--- src/rtl/cipher_stream_feeder.sv ---
// rtl/cipher_stream_feeder.sv - sequences the 128-bit encrypt core from a 32-bit word stream
// Collects text+key, issues 8 core writes, waits, reads 4 ciphertext words into an output FIFO.
module cipher_stream_feeder #(
   parameter int COMPUTE_CYCLES = 64,
   parameter int TIMEOUT        = 255,
   parameter int OUT_DEPTH      = 4
) (
   input  logic        clk,
   input  logic        reset,
   input  logic        in_valid,
   output logic        in_ready,
   input  logic [31:0] in_data,
   output logic        c_address,
   output logic        c_write,
   output logic [31:0] c_writedata,
   output logic        c_read,
   input  logic [31:0] c_readdata,
   input  logic        c_waitrequest,
   output logic        out_valid,
   input  logic        out_ready,
   output logic [31:0] out_data,
   output logic        out_last,
   output logic        busy,
   output logic        err
);

   localparam int PW  = $clog2(OUT_DEPTH);
   localparam int WCW = $clog2(COMPUTE_CYCLES + 1);
   localparam int TCW = $clog2(TIMEOUT + 1);
   localparam logic [WCW-1:0] WAIT_LAST = WCW'(COMPUTE_CYCLES - 1);
   localparam logic [TCW-1:0] TO_LAST   = TCW'(TIMEOUT - 1);
   localparam logic [PW:0]    DEPTH_C   = (PW+1)'(OUT_DEPTH);

   typedef enum logic [2:0] {S_IDLE, S_COLLECT, S_WR, S_WAIT, S_RD} state_t;

   state_t          state_q;
   logic [31:0]     blk_q [8];
   logic [2:0]      idx_q;
   logic [WCW-1:0]  wcnt_q;
   logic [TCW-1:0]  tcnt_q;
   logic            in_ready_q;
   logic            c_write_q;
   logic            c_read_q;
   logic            c_address_q;
   logic [31:0]     c_wdata_q;
   logic            err_q;

   logic [32:0]     mem_q [OUT_DEPTH];
   logic [PW-1:0]   wr_ptr_q, wr_ptr_d;
   logic [PW-1:0]   rd_ptr_q, rd_ptr_d;
   logic [PW:0]     cnt_q, cnt_d;
   logic [PW:0]     vis_q, vis_d;

   logic            accept, stalled, timeout_hit, wr_done, rd_done;
   logic            push, push_last, pop;
   logic [PW:0]     drop;

   assign accept      = in_valid && in_ready_q;
   assign stalled     = (c_write_q || c_read_q) && c_waitrequest;
   assign timeout_hit = stalled && (tcnt_q == TO_LAST);
   assign wr_done     = c_write_q && !c_waitrequest;
   assign rd_done     = c_read_q && !c_waitrequest;
   assign push        = rd_done;
   assign push_last   = (idx_q == 3'd3);
   assign pop         = out_valid && out_ready;
   // Words of a block only become visible once its last word lands, so an abort can rewind them.
   assign drop        = (timeout_hit && state_q == S_RD) ? (PW+1)'(idx_q) : '0;

   always_comb begin
      cnt_d    = cnt_q + (PW+1)'(push) - (PW+1)'(pop) - drop;
      vis_d    = vis_q - (PW+1)'(pop);
      if (push && push_last) begin
         vis_d = cnt_q + (PW+1)'(1) - (PW+1)'(pop);
      end
      wr_ptr_d = wr_ptr_q + PW'(push) - drop[PW-1:0];
      rd_ptr_d = rd_ptr_q + PW'(pop);
   end

   always_ff @(posedge clk) begin
      if (accept) begin
         blk_q[idx_q] <= in_data;
      end
      if (push) begin
         mem_q[wr_ptr_q] <= {push_last, c_readdata};
      end
   end

   always_ff @(posedge clk or posedge reset) begin
      if (reset) begin
         wr_ptr_q <= '0;
         rd_ptr_q <= '0;
         cnt_q    <= '0;
         vis_q    <= '0;
      end else begin
         wr_ptr_q <= wr_ptr_d;
         rd_ptr_q <= rd_ptr_d;
         cnt_q    <= cnt_d;
         vis_q    <= vis_d;
      end
   end

   always_ff @(posedge clk or posedge reset) begin
      if (reset) begin
         state_q     <= S_IDLE;
         idx_q       <= '0;
         wcnt_q      <= '0;
         tcnt_q      <= '0;
         in_ready_q  <= 1'b0;
         c_write_q   <= 1'b0;
         c_read_q    <= 1'b0;
         c_address_q <= 1'b0;
         c_wdata_q   <= '0;
         err_q       <= 1'b0;
      end else begin
         if (wr_done || rd_done || timeout_hit) begin
            tcnt_q <= '0;
         end else if (stalled) begin
            tcnt_q <= tcnt_q + TCW'(1);
         end

         case (state_q)
            S_IDLE: begin
               in_ready_q <= 1'b1;
               if (accept) begin
                  idx_q   <= 3'd1;
                  state_q <= S_COLLECT;
               end
            end
            S_COLLECT: begin
               if (accept) begin
                  if (idx_q == 3'd7) begin
                     in_ready_q  <= 1'b0;
                     idx_q       <= '0;
                     c_write_q   <= 1'b1;
                     c_wdata_q   <= blk_q[0];
                     c_address_q <= 1'b0;
                     state_q     <= S_WR;
                  end else begin
                     idx_q <= idx_q + 3'd1;
                  end
               end
            end
            S_WR: begin
               if (timeout_hit) begin
                  err_q       <= 1'b1;
                  c_write_q   <= 1'b0;
                  c_address_q <= 1'b0;
                  idx_q       <= '0;
                  in_ready_q  <= 1'b1;
                  state_q     <= S_IDLE;
               end else if (wr_done) begin
                  if (idx_q == 3'd7) begin
                     c_write_q   <= 1'b0;
                     c_address_q <= 1'b0;
                     wcnt_q      <= '0;
                     state_q     <= S_WAIT;
                  end else begin
                     idx_q       <= idx_q + 3'd1;
                     c_wdata_q   <= blk_q[idx_q + 3'd1];
                     c_address_q <= (idx_q == 3'd6);
                  end
               end
            end
            S_WAIT: begin
               wcnt_q <= wcnt_q + WCW'(1);
               if (wcnt_q == WAIT_LAST) begin
                  idx_q    <= '0;
                  c_read_q <= (cnt_q < DEPTH_C);
                  state_q  <= S_RD;
               end
            end
            S_RD: begin
               if (timeout_hit) begin
                  err_q      <= 1'b1;
                  c_read_q   <= 1'b0;
                  idx_q      <= '0;
                  in_ready_q <= 1'b1;
                  state_q    <= S_IDLE;
               end else if (rd_done) begin
                  if (idx_q == 3'd3) begin
                     c_read_q   <= 1'b0;
                     idx_q      <= '0;
                     in_ready_q <= 1'b1;
                     state_q    <= S_IDLE;
                  end else begin
                     idx_q    <= idx_q + 3'd1;
                     c_read_q <= ((cnt_q + (PW+1)'(1)) < DEPTH_C);
                  end
               end else if (!c_read_q) begin
                  // A full FIFO parks the read request without starting the timeout count.
                  c_read_q <= (cnt_q < DEPTH_C);
               end
            end
            default: state_q <= S_IDLE;
         endcase
      end
   end

   assign in_ready    = in_ready_q;
   assign c_address   = c_address_q;
   assign c_write     = c_write_q;
   assign c_writedata = c_wdata_q;
   assign c_read      = c_read_q;
   assign out_valid   = (vis_q != '0);
   assign out_data    = out_valid ? mem_q[rd_ptr_q][31:0] : '0;
   assign out_last    = out_valid ? mem_q[rd_ptr_q][32] : 1'b0;
   assign busy        = (state_q == S_WR) || (state_q == S_WAIT) || (state_q == S_RD);
   assign err         = err_q;

endmodule

--- config.mk ---
export PLATFORM = sky130hd
export DESIGN_NAME = cipher_stream_feeder
export DESIGN_NICKNAME = d
export VERILOG_FILES = /design/src/rtl/cipher_stream_feeder.sv
export SDC_FILE = /design/constraint.sdc
export NUM_CORES = 1
export LEC_CHECK = 0
export CAP_MARGIN = 30
export CELL_PAD_IN_SITES_DETAIL_PLACEMENT = 2
export CELL_PAD_IN_SITES_GLOBAL_PLACEMENT = 2
export CORE_ASPECT_RATIO = 0.7
export CORE_MARGIN = 2
export CORE_UTILIZATION = 30
export DETAILED_ROUTE_END_ITERATION = 7
export GPL_ROUTABILITY_DRIVEN = 0
export PLACE_DENSITY_LB_ADDON = 0.15
export SETUP_SLACK_MARGIN = 0.02
export SYNTH_ARGS = -nofsm -noshare
export SYNTH_HDL_FRONTEND = slang
export SYNTH_SLANG_ARGS = --single-unit
--- constraint.sdc ---
create_clock -name clk -period 6.38 [get_ports clk]
set_clock_uncertainty 0.05 [all_clocks]
set_input_delay 0.638 -clock clk [delete_from_list [all_inputs] [get_ports clk]]
set_output_delay 0.638 -clock clk [all_outputs]
set_load 0.005 [all_outputs]
Word level (Yosys, flattened, before mapping)
Memories as Yosys holds them, arrays and structs flattened.
Index checks and enable logic that the tools add are counted.
Widths: inputs -> output; s select.
- bits in latches: 0
- memories kept: 2
- bits in writable memories: 388
- memory bits (read-only): 0
- register bits: 68
- output and inout port bits: 72
- memories (memory ; depth ; bits a word ; rd ports ; clocked after Yosys merged registers in ; wr ports ; line ; source):
    blk_q ; 8 ; 32 ; 2 ; 0 ; 1 ; 37 ; logic [31:0] blk_q [8];
    mem_q ; 4 ; 33 ; 1 ; 0 ; 1 ; 48 ; logic [32:0] mem_q [OUT_DEPTH];
- div/mod/pow operators: 0
- magnitude comparators: 2
- equality and inequality tests: 23
- shift operators: 0
- reductions and logical operators: 32
- $mul: 0
- multiplexer cells: 63
- bitwise logic cells: 0
- add/sub/neg operators: 12
- operators with widths (kind ; count):
    $mux 32 ; 6
    $pmux 32 s2 ; 1
    $mux 3 ; 21
    $pmux 3 s5 ; 2
    $mux 1 ; 23
    $mux 7 ; 3
    $ne 2x2->1 const B ; 9
    $mux 8 ; 2
    $ne 3x3->1 const B ; 5
    $pmux 7 s2 ; 1
    $reduce_and 6->1 ; 2
    $eq 3x2->1 const B ; 3
    $eq 3x3->1 const B ; 3
    $sub 3x1->3 ; 3
    $add 8x1->8 const B ; 1
    $eq 8x8->1 const B ; 1
    $logic_and 1x1->1 ; 8
    $reduce_and 4->1 ; 2
    $reduce_and 8->1 ; 1
    $reduce_bool 2->1 ; 4
    $add 7x1->7 const B ; 1
    $eq 7x6->1 const B ; 1
    $reduce_and 7->1 ; 1
    $add 3x1->3 const B ; 2
    other kinds (17) ; 26

Depth between registers and ports, before layout
Gate-level depths: netlist of the first run.
- depth after elaboration: 6
- mapped depth: 14

Least setup slack after synthesis of the first run
Ideal clock, no wire load.
- path type: register to register
- start point: reg idx_q[0]
- end point: mem blk_q[0][0] (enable)
- setup time: 0.502 ns
- period minus slack after synthesis: 4.473 ns
- buffers on the path: 2
- stages on the path, launching flop included: 4
- arrival: 3.921 ns
- path slack: 1.907 ns
- cells stage by stage: dfrtp_1 > buf_2 > buf_2 > nor4_1
- RTL lines (item ; line ; source):
    start: declaration ; 38 ; logic [2:0] idx_q;
    start signal: assignment ; 139 ; idx_q <= idx_q + 3'd1;
    start signal: assignment ; 158 ; idx_q <= idx_q + 3'd1;
    start signal: assignment ; 186 ; idx_q <= idx_q + 3'd1;
    end: declaration ; 37 ;
No word-level cell before the write port.

Final worst setup path of the first run
- start point: reg rd_ptr_q[0]
- end point: out out_data[1]
- cells in the longest elaborated chain, start to end: 2
- RTL lines (item ; line ; source):
    start: declaration ; 50 ; logic [PW-1:0] rd_ptr_q, rd_ptr_d;
    start signal: assignment ; 96 ; rd_ptr_q <= rd_ptr_d;
    $mem_v2 4x33 ; -- ;
    $mux 32 ; 205 ; assign out_data = out_valid ? mem_q[rd_ptr_q][31:0] : '0;
    end: declaration ; 21 ; output logic [31:0] out_data,
Every way passes these cells.

==> summary.txt, run 1 <==
Slew HR: 38.5%
Post-route cell area: 0.0224 mm2
Max_cap viols: 0
Sw Ratio: 30.0%
Yosys top cell by area: edfxtp_1
Vias: 9,631
Synthesized Nets: 1,100
Seq cells post-synth: 456
Critical path peak fanout: 18
Synth area leaders: edfxtp_1 (64%), mux4_2 (12%), dfrtp_1 (9.3%)
DIE WIDTH: 299 um
DR pass1 iterations: 5
Ys Warns: 0
Drt drc: 0
Final setup viols: 0
Clock Pin Slew Worst Setup and Hold Paths: 0.06 ns
Asr flop ratio synth: 14.9%
Top Ports: 141
Post-CTS Setup Bufs: 0
CTS tree: built
Clock Sinks: 456
Arrival @ worst endpoint: 3.04 ns
Maximum vdd drop: 0.242 mV
Setup TNS: 0 ns
Status: complete, no violations
Routed length per instance: 22.6 um
Largest net degree at the start of global routing: 65
Mapped Cells: 1,013
Unrepaired setup endpoints after global routing: false
Crit path capture type: output pin
Leak Pwr: 7.70 nW
Period Utilization, post-route: 58.4%
Int Pwr: 7.01 mW
Clock power share: 29.2%
Root buffer cell: clkbuf_16
CTS Buf Count: 49
Fmax: 0.268 GHz
Final Hold Fails: 0
DP Cell Count: 1,927
Hold Path Class: in -> async
CTS hold repair buffers: 0
Final antenna-violating net count: 0
Final global-route overflow total: 0
Share of the synthesized area in the top cell type: 63.8%
Core Footprint: 0.0601 mm2
Skew-Pair Late Insertion Delay: 0.59 ns
Fin cells: 2,021
Rows: 75
Overall power: 10.0 mW
Fin. max-slew vios: 0
Vias in the first global route: 10,700
Pwr dens: 447 mW/mm2
GRT Util Overall: 14.7%
Sequential area share after synthesis: 73.1%
Cell area after placement: 0.0207 mm2
EDFF count, synth: 388
Filler instances: 5,873
H-Tree Depth: 2
PortBufs: 140
Initial Utilization: 30.4%
Psw: 3.01 mW
Clk buf depth: 3
Worst setup SP type: register
Initial antenna violation count: 4
Routed wire length: 45,700 um
Seq pwr share: 39.6%
Drt via density: 4.77
Layout Nets: 1,259
Drt initial violations: 563
Critical path class: reg -> out
Top_reg_cell synth: edfxtp_1
Data required, critical path: 5.69 ns
Comb pwr share: 31.2%
Mapped cell area: 0.0183 mm2
Post-detail-place hpwl: 26,000 um
Library cells used by synthesis: 54
Fin util: 37.3%
Chip Height: 210 um
Die ar.: 0.0629 mm2
CTS resizes: 0
Fin crit period: 3.73 ns
Global-route wire length before repair: 69,500 um
Syn avg cell area: 18.0 um2
Worst slew pin tran: 0.922 ns
Layout cells sized above 1: 17.7%
Synth-to-Final Area Change: 22.6%
[path summary, 6_finish.rpt]
kind / start / end / slack (ns) / cells past startpoint
setup reg to reg: idx_q[0] / c_writedata[24] / 3.11 / 7
min in group clk: err / err / 0.43 / 1
hold / removal: reset / vis_q[1] / 0.43 / 2
max in group asynchronous: reset / idx_q[0] / 4.66 / 3
setup / recovery: rd_ptr_q[0] / out_data[1] / 2.65 / 4
hold reg to reg: err / err / 0.43 / 1
[synthesized netlist by cell type, types with 5 or more instances]
cell	n
edfxtp_1	388
mux4_2	97
nand2_1	85
o21ai_0	79
dfrtp_1	68
and2_1	35
mux2i_1	33
clkbuf_1	25
nor2_1	23
buf_2	19
inv_1	17
ha_1	16
a21oi_1	10
nor3_1	10
xnor2_1	10
nand3_1	8
buf_4	7
nand2b_1	6
nor2b_1	6
buf_1	5
o31ai_1	5
[stage by stage]
step / hold WS (ns) / setup WS, ns
CTS: 0.434 / 2.53
global placement: 0.419 / 2.65
detailed placement: 0.418 / 2.60
finish: 0.426 / 2.65
global route: 0.468 / 2.43
floorplan: 0.401 / 1.91
[critical path: stages, from the launching register on]
cell and delay (ns):
dfrtp_2 0.78, buf_4 0.46, mux4_2 0.55, and2_1 0.18
clkdlybuf4s50_1 0.48
[cell type report]
cell class | instances | area [um2] | area share [%]
Sequential cell | 456 | 13400 | 59.7
Timing Repair Buffer | 164 | 1630 | 7.30
Inverter | 17 | 65.1 | 0.291
Clock inverter | 22 | 279 | 1.25
Clock buffer | 69 | 1360 | 6.09
Tap cell | 808 | 1010 | 4.51
Multi-Input combinational cell | 484 | 4680 | 20.9
Antenna cell | 1 | 2.50 | 0.0112
[layer usage]
metal  global-route usage (%)  routed length (um)  share of wire [%]
met3                     2.93                1770                3.9
met2                     24.2               21600                 47
met5                        0                  23              0.050
met1                     19.9               21400                 47
met4                     3.67                 833                1.8
[sequential cells by signal, indices dropped and copies added, names as in the netlist, 3 cells and up]
name / flops
cnt_q: 3
idx_q: 3
state_q: 3
tcnt_q: 8
mem_q: 132
blk_q: 256
c_writedata: 32
vis_q: 3
wcnt_q: 7
[layout by cell type (no fill, tap or decap), types with 5 or more instances in the layout]
cell	instances
a21oi_1	10
and2_1	35
buf_4	21
bufinv_16	6
clkbuf_1	15
clkbuf_16	50
clkdlybuf4s50_1	140
clkinv_1	8
clkinv_2	7
dfrtp_1	66
edfxtp_1	388
ha_1	14
inv_1	16
mux2i_1	33
mux4_2	97
nand2_1	85
nand2b_1	6
nand3_1	8
nor2_1	20
nor2b_1	6
nor3_2	6
o21ai_0	79
o31ai_1	5
xnor2_1	10
[power by group through the flow]
stage | Sequential [mW] | Combinational, mW | Clock, mW
floorplan | 3.85 | 2.03 | 0
global placement | 4.03 | 3.15 | 0
global route | 4.03 | 3.44 | 3.13
CTS | 3.99 | 3.22 | 3.02
finish | 3.97 | 3.12 | 2.93
detailed placement | 4.05 | 3.21 | 0
[cell families (layout without fill, tap and decap cells)]
group,Yosys count,after routing,synth area share (%)
flip-flops,456,456,73.1
AND/OR/NAND/NOR,196,196,5.36
multiplexers,132,132,13.9
AO/OA/AOI/OAI,124,124,3.91
buffers and inverters,73,272,1.77
adder cells (fa/ha/maj),18,18,1.31
XOR/XNOR,14,14,0.671
other,0,1,0
Power figures use the tool's default switching activity.
==> run 2, diff against run 1 <==
Clock period 6.38 ns to 3.1 ns, I/O delays scaled along.
==> run 2 against run 1 <==
  * Wire length up 1.3%
  * Via count up 0.75%
  * Clock-buffer cell count down 3
  * Worst hold slack worse by 0.10 ns
  * Critical path type unchanged
==> summary.txt, run 2 (synthesis results as in run 1) <==
Clock Pin Slew Worst Setup and Hold Paths: 0.06 ns (about the same)
Core Footprint: 0.0601 mm2 (unchanged)
Slew HR: 58.0% (was 38.5%)
Routed wire length: 46,300 um (was 45,700 um)
Layout cells sized above 1: 19.5% (was 17.7%)
Met2 wire length: 21,700 um (was 21,600 um)
Global-route wire length before repair: 70,700 um (was 69,500 um)
M1 WL: 21,500 um (was 21,400 um)
Fin crit period: 2.80 ns
Drt initial violations: 491 (was 563)
Fin cells: 2,042 (was 2,021)
Largest net degree at the start of global routing: 71 (was 65)
Worst path max stage delay: 0.51 ns (was 0.78 ns)
Fmax: 0.357 GHz
Final setup viols: 0 (unchanged)
Worst setup SP type: register (unchanged)
Worst slew pin tran: 0.630 ns (was 0.922 ns)
Layout Nets: 1,281 (was 1,259)
Cell area after placement: 0.0211 mm2 (was 0.0207 mm2)
Final Worst Setup Slack: 0.298 ns (was 2.65 ns)
Final global-route overflow total: 0 (unchanged)
DP Cell Count: 1,948 (was 1,927)
Die ar.: 0.0629 mm2 (unchanged)
Met3 wire length: 1990 um (was 1770 um)
Drt drc: 0 (unchanged)
Most flop-heavy register: blk_q (unchanged)
Pwr dens: 910 mW/mm2 (was 447 mW/mm2)
Critical path class: reg -> out (unchanged)
Worst slack, placed: 0.215 ns (was 2.60 ns)
Vias: 9,703 (was 9,631)
Top Layer Used: met5 (unchanged)
Clock Sinks: 456 (unchanged)
Root buffer cell: clkbuf_16 (unchanged)
Post-route cell area: 0.0227 mm2 (was 0.0224 mm2)
DR pass1 iterations: 4 (was 5)
Critical path peak fanout: 9 (was 18)
CTS Buf Count: 48 (was 49)
Max_cap viols: 0 (unchanged)
Setup TNS: 0 ns (unchanged)
Hold Path Class: in -> reg (was in -> async)
Data required, critical path: 2.74 ns (was 5.69 ns)
Hold depth: 1
Drt via density: 4.75 (was 4.77)
Final Hold Fails: 0 (unchanged)
Rows: 75 (unchanged)
Synth-to-Final Area Change: 24.0% (was 22.6%)
Maximum vdd drop: 0.615 mV (was 0.242 mV)
Arrival @ worst endpoint: 2.44 ns (was 3.04 ns)
CTS tree: built (unchanged)
Final antenna-violating net count: 0 (unchanged)
Post-detail-place hpwl: 27,600 um (was 26,000 um)
GRT Util Overall: 14.9% (was 14.7%)
Initial antenna violation count: 4 (unchanged)
DIE WIDTH: 299 um (unchanged)
Skew-Pair Late Insertion Delay: 0.60 ns (was 0.59 ns)
Fin util: 37.7% (was 37.3%)
Commonest non-fill, non-tap cell in the layout: edfxtp_1 (unchanged)
Period Utilization, post-route: 90.4%
Clk buf depth: 3 (unchanged)
Leading cell types in the layout, fill and taps excluded: edfxtp_1 (388), clkdlybuf4s50_1 (140), mux4_2 (97), nand2_1 (85), o21ai_0 (79) (unchanged)
Unrepaired setup endpoints after global routing: false (unchanged)
PortBufs: 140 (unchanged)
H-Tree Depth: 2 (unchanged)
Leak Pwr: 7.82 nW (was 7.70 nW)
Crit path capture type: output pin (unchanged)
Fin. max-slew vios: 0 (unchanged)
Vias in the first global route: 10,800 (was 10,700)
Top Ports: 141 (unchanged)
Routed length per instance: 22.7 um (was 22.6 um)
R2r worst-path depth: 13 (was 7)
Slowest-stage cell, CP: mux4_2 (was dfrtp_2)
Chip Height: 210 um (unchanged)
Cells along the critical path: buf_4 > mux4_2 > and2_1 > clkdlybuf4s50_1 (unchanged)
Status: complete, no violations (unchanged)
Number of flip-flops under the largest register name: 256 (unchanged)
Initial Utilization: 30.4% (unchanged)
[run 2: cell count changes in the layout (fill, tap and decap cells not counted), sizes merged]
cell,previous run,this run
buf,24,46
bufinv,6,3
clkbuf,69,66
clkinv,16,18
clkinvlp,0,1
dlygate4sd3,0,1
inv,17,18
[run 2: stage by stage]
step,hold WS [ns],total power [mW]
detailed placement,0.424,15.2
CTS,0.282,21.1
global placement,0.420,15.1
floorplan,0.359,12.1
finish,0.326,20.6
global route,0.309,21.9
[run 2: worst paths after layout]
kind	startpoint	to	slack, ns
setup / recovery	rd_ptr_q[0]	out_data[25]	0.30
hold / removal	c_readdata[23]	mem_q[0][23]	0.33
setup reg to reg	tcnt_q[0]	cnt_q[2]	0.32
hold reg to reg	c_writedata[5]	c_writedata[5]	0.43
max in group asynchronous	reset	idx_q[0]	1.67
min in group asynchronous	reset	wcnt_q[2]	0.51
[run 2: repair_timing]
action | in CTS | in global routing
hold buffers | 1 | 0
endpoints found under the hold margin | 11 | 0
endpoints found under the setup margin | 20 | 4
gates resized for setup | 1 | 0
setup buffers | 0 | 3
[run 2: final cells by class]
cell class | instances | area (um2)
antenna | 1 | 2.50
sequential | 456 | 13400
timing repair buffer | 187 | 1970
multi-input combinational | 484 | 4700
fill | 5850 | 37400
clock buffer | 66 | 1330
tap | 808 | 1010
inverter | 17 | 65.1
clock inverter | 23 | 223
[run 2: routing by layer]
| layer | up-vias | track usage [%] |
|---|---|---|
| met1 | 5135 | 20.6 |
| met3 | 73 | 3.13 |
| met2 | 161 | 23.8 |
| met4 | 6 | 4.00 |
| met5 | - | 0 |
| li1 | 4328 | - |
[run 2: where the power goes]
group	total (mW)	internal, mW	switching (mW)
combinational	7.01	3.56	3.45
clock	5.70	3.26	2.44
sequential	7.91	7.50	0.406
[run 2: worst max-delay path, delay by kind of cell, from the launching register on]
kind,cells,cell delay [ns]
buffers and inverters,2,0.70
muxes,1,0.51
DFF,1,0.48
and+or+nand+nor,1,0.18
==> run 3, diff against run 2 <==
Settings changed: REMOVE_ABC_BUFFERS set to 1.
==> run 3 against run 2 <==
  * First-iteration DRC count grew 4.5%
  * Sequential cell count is the same
  * Total power grew 1.4%
  * Non-clock buffer count grew 4
  * Wire length grew 0.24%
  * Critical path depth is the same
  * Register-to-register slack lost 0.03 ns
  * Sequential share of layout area shrank 0.17 points
  * Largest power group unchanged
  * Via count grew 0.37%
  * Largest cell class unchanged
==> summary.txt, run 3 (synthesis results as in run 1) <==
Status: complete, no violations (unchanged)
Max_cap viols: 0 (unchanged)
Final Worst Setup Slack: 0.201 ns (was 0.298 ns)
Initial antenna violation count: 4 (unchanged)
Setup TNS: 0 ns (unchanged)
Die ar.: 0.0629 mm2 (unchanged)
Final antenna-violating net count: 0 (unchanged)
Crit path capture type: output pin (unchanged)
DP Cell Count: 1,949 (was 1,948)
Rows: 75 (unchanged)
Global-route wire length before repair: 70,600 um (was 70,700 um)
Commonest non-fill, non-tap cell in the layout: edfxtp_1 (unchanged)
DIE WIDTH: 299 um (unchanged)
Chip Height: 210 um (unchanged)
Most flop-heavy register: blk_q (unchanged)
Pwr dens: 920 mW/mm2 (was 910 mW/mm2)
Unrepaired setup endpoints after global routing: false (unchanged)
Met2 Use GR: 22.6% (was 23.8%)
Synth-to-Final Area Change: 24.4% (was 24.0%)
PortBufs: 140 (unchanged)
DR pass1 iterations: 4 (unchanged)
Routed length per instance: 22.7 um (about the same)
Leading cell types in the layout, fill and taps excluded: edfxtp_1 (388), clkdlybuf4s50_1 (140), mux4_2 (97), nand2_1 (85), o21ai_0 (79) (unchanged)
Clock Pin Slew Worst Setup and Hold Paths: 0.06 ns (about the same)
CTS tree: built (unchanged)
Core Footprint: 0.0601 mm2 (unchanged)
Maximum vdd drop: 0.405 mV (was 0.615 mV)
Cell area after placement: 0.0210 mm2 (was 0.0211 mm2)
Fin. max-slew vios: 0 (unchanged)
CTS Buf Count: 48 (unchanged)
Fin util: 37.8% (was 37.7%)
Global-route track usage on met1: 22.0% (was 20.6%)
Worst slack, placed: 0.175 ns (was 0.215 ns)
Number of flip-flops under the largest register name: 256 (unchanged)
CTS hold repair buffers: 0 (was 1)
Skew-Pair Late Insertion Delay: 0.61 ns (was 0.60 ns)
Layout Nets: 1,285 (was 1,281)
Drt via density: 4.76 (was 4.75)
Leak Pwr: 7.86 nW (was 7.82 nW)
Reg2reg setup slack: 0.29 ns (was 0.32 ns)
Top Ports: 141 (unchanged)
Fin cells: 2,047 (was 2,042)
Most used routing layer: met2 (unchanged)
H-Tree Depth: 2 (unchanged)
Filler instances: 5,846 (was 5,850)
Post-detail-place hpwl: 28,500 um (was 27,600 um)
Critical path class: reg -> out (unchanged)
Final setup viols: 0 (unchanged)
Worst setup SP type: register (unchanged)
GRT Util Overall: 14.9% (about the same)
Final global-route overflow total: 0 (unchanged)
Data required, critical path: 2.74 ns (about the same)
Worst slew pin tran: 0.616 ns (was 0.630 ns)
Layout cells sized above 1: 19.9% (was 19.5%)
Vias in the first global route: 10,800 (about the same)
Overall power: 20.9 mW (was 20.6 mW)
M3 GR Usage: 2.76% (was 3.13%)
Fin crit period: 2.90 ns (was 2.80 ns)
Fmax: 0.345 GHz (was 0.357 GHz)
Final Hold Fails: 0 (unchanged)
Hold Path Class: in -> async (was in -> reg)
Slew HR: 58.9% (was 58.0%)
Routed wire length: 46,400 um (was 46,300 um)
Post-route cell area: 0.0227 mm2 (about the same)
Drt drc: 0 (unchanged)
WHS: 0.0420 ns (was 0.326 ns)
Critical path peak fanout: 16 (was 9)
Arrival @ worst endpoint: 2.54 ns (was 2.44 ns)
Largest net degree at the start of global routing: 65 (was 71)
Clock Sinks: 456 (unchanged)
Initial Utilization: 30.4% (unchanged)
Drt initial violations: 513 (was 491)
Period Utilization, post-route: 93.5% (was 90.4%)
Vias: 9,739 (was 9,703)
Root buffer cell: clkbuf_16 (unchanged)
Clk buf depth: 3 (unchanged)
-- run 3: worst paths after layout --
check,start,to,cells after the start
setup / recovery,rd_ptr_q[0],out_data[12],4
hold / removal,reset,c_writedata[18],2
setup reg to reg,tcnt_q[0],cnt_q[2],13
hold reg to reg,err,err,1
max in group asynchronous,reset,rd_ptr_q[0],3
min in group clk,c_readdata[8],mem_q[0][8],1
-- run 3: worst max-delay path: stages, from the launching register on --
cell and delay [ns]:
dfrtp_4 0.54, buf_12 0.23, mux4_2 0.51, and2_1 0.17
clkdlybuf4s50_1 0.49
-- run 3: repair_timing --
| action | in CTS | in global routing |
|---|---|---|
| setup endpoints to repair | 19 | 4 |
| setup buffers | 0 | 7 |
| gates resized for setup | 1 | 0 |
-- run 3: metal layers --
| layer | wire length [um] | vias up |
|---|---|---|
| met5 | 36 | - |
| met4 | 869 | 6 |
| met3 | 1810 | 63 |
| met2 | 21200 | 144 |
| met1 | 22400 | 5183 |
| li1 | - | 4343 |
-- run 3: where the power goes --
part / leakage (nW) / total [mW] / switching, mW / internal, mW
Sequential: 4.37 / 7.94 / 0.439 / 7.50
Clock: 0.792 / 5.98 / 2.50 / 3.47
Combinational: 2.70 / 6.99 / 3.39 / 3.60
Total: 7.86 / 20.9 / 6.34 / 14.6
-- run 3: final cells by class --
cell class,instances,area (um2),share of cell area [%]
Inverter,17,65.1,0.286
Timing Repair Buffer,191,1970,8.68
Multi-Input combinational cell,484,4670,20.5
Antenna cell,1,2.50,0.0110
Tap cell,808,1010,4.45
Clock inverter,22,299,1.32
Sequential cell,456,13400,58.8
Clock buffer,68,1350,5.92
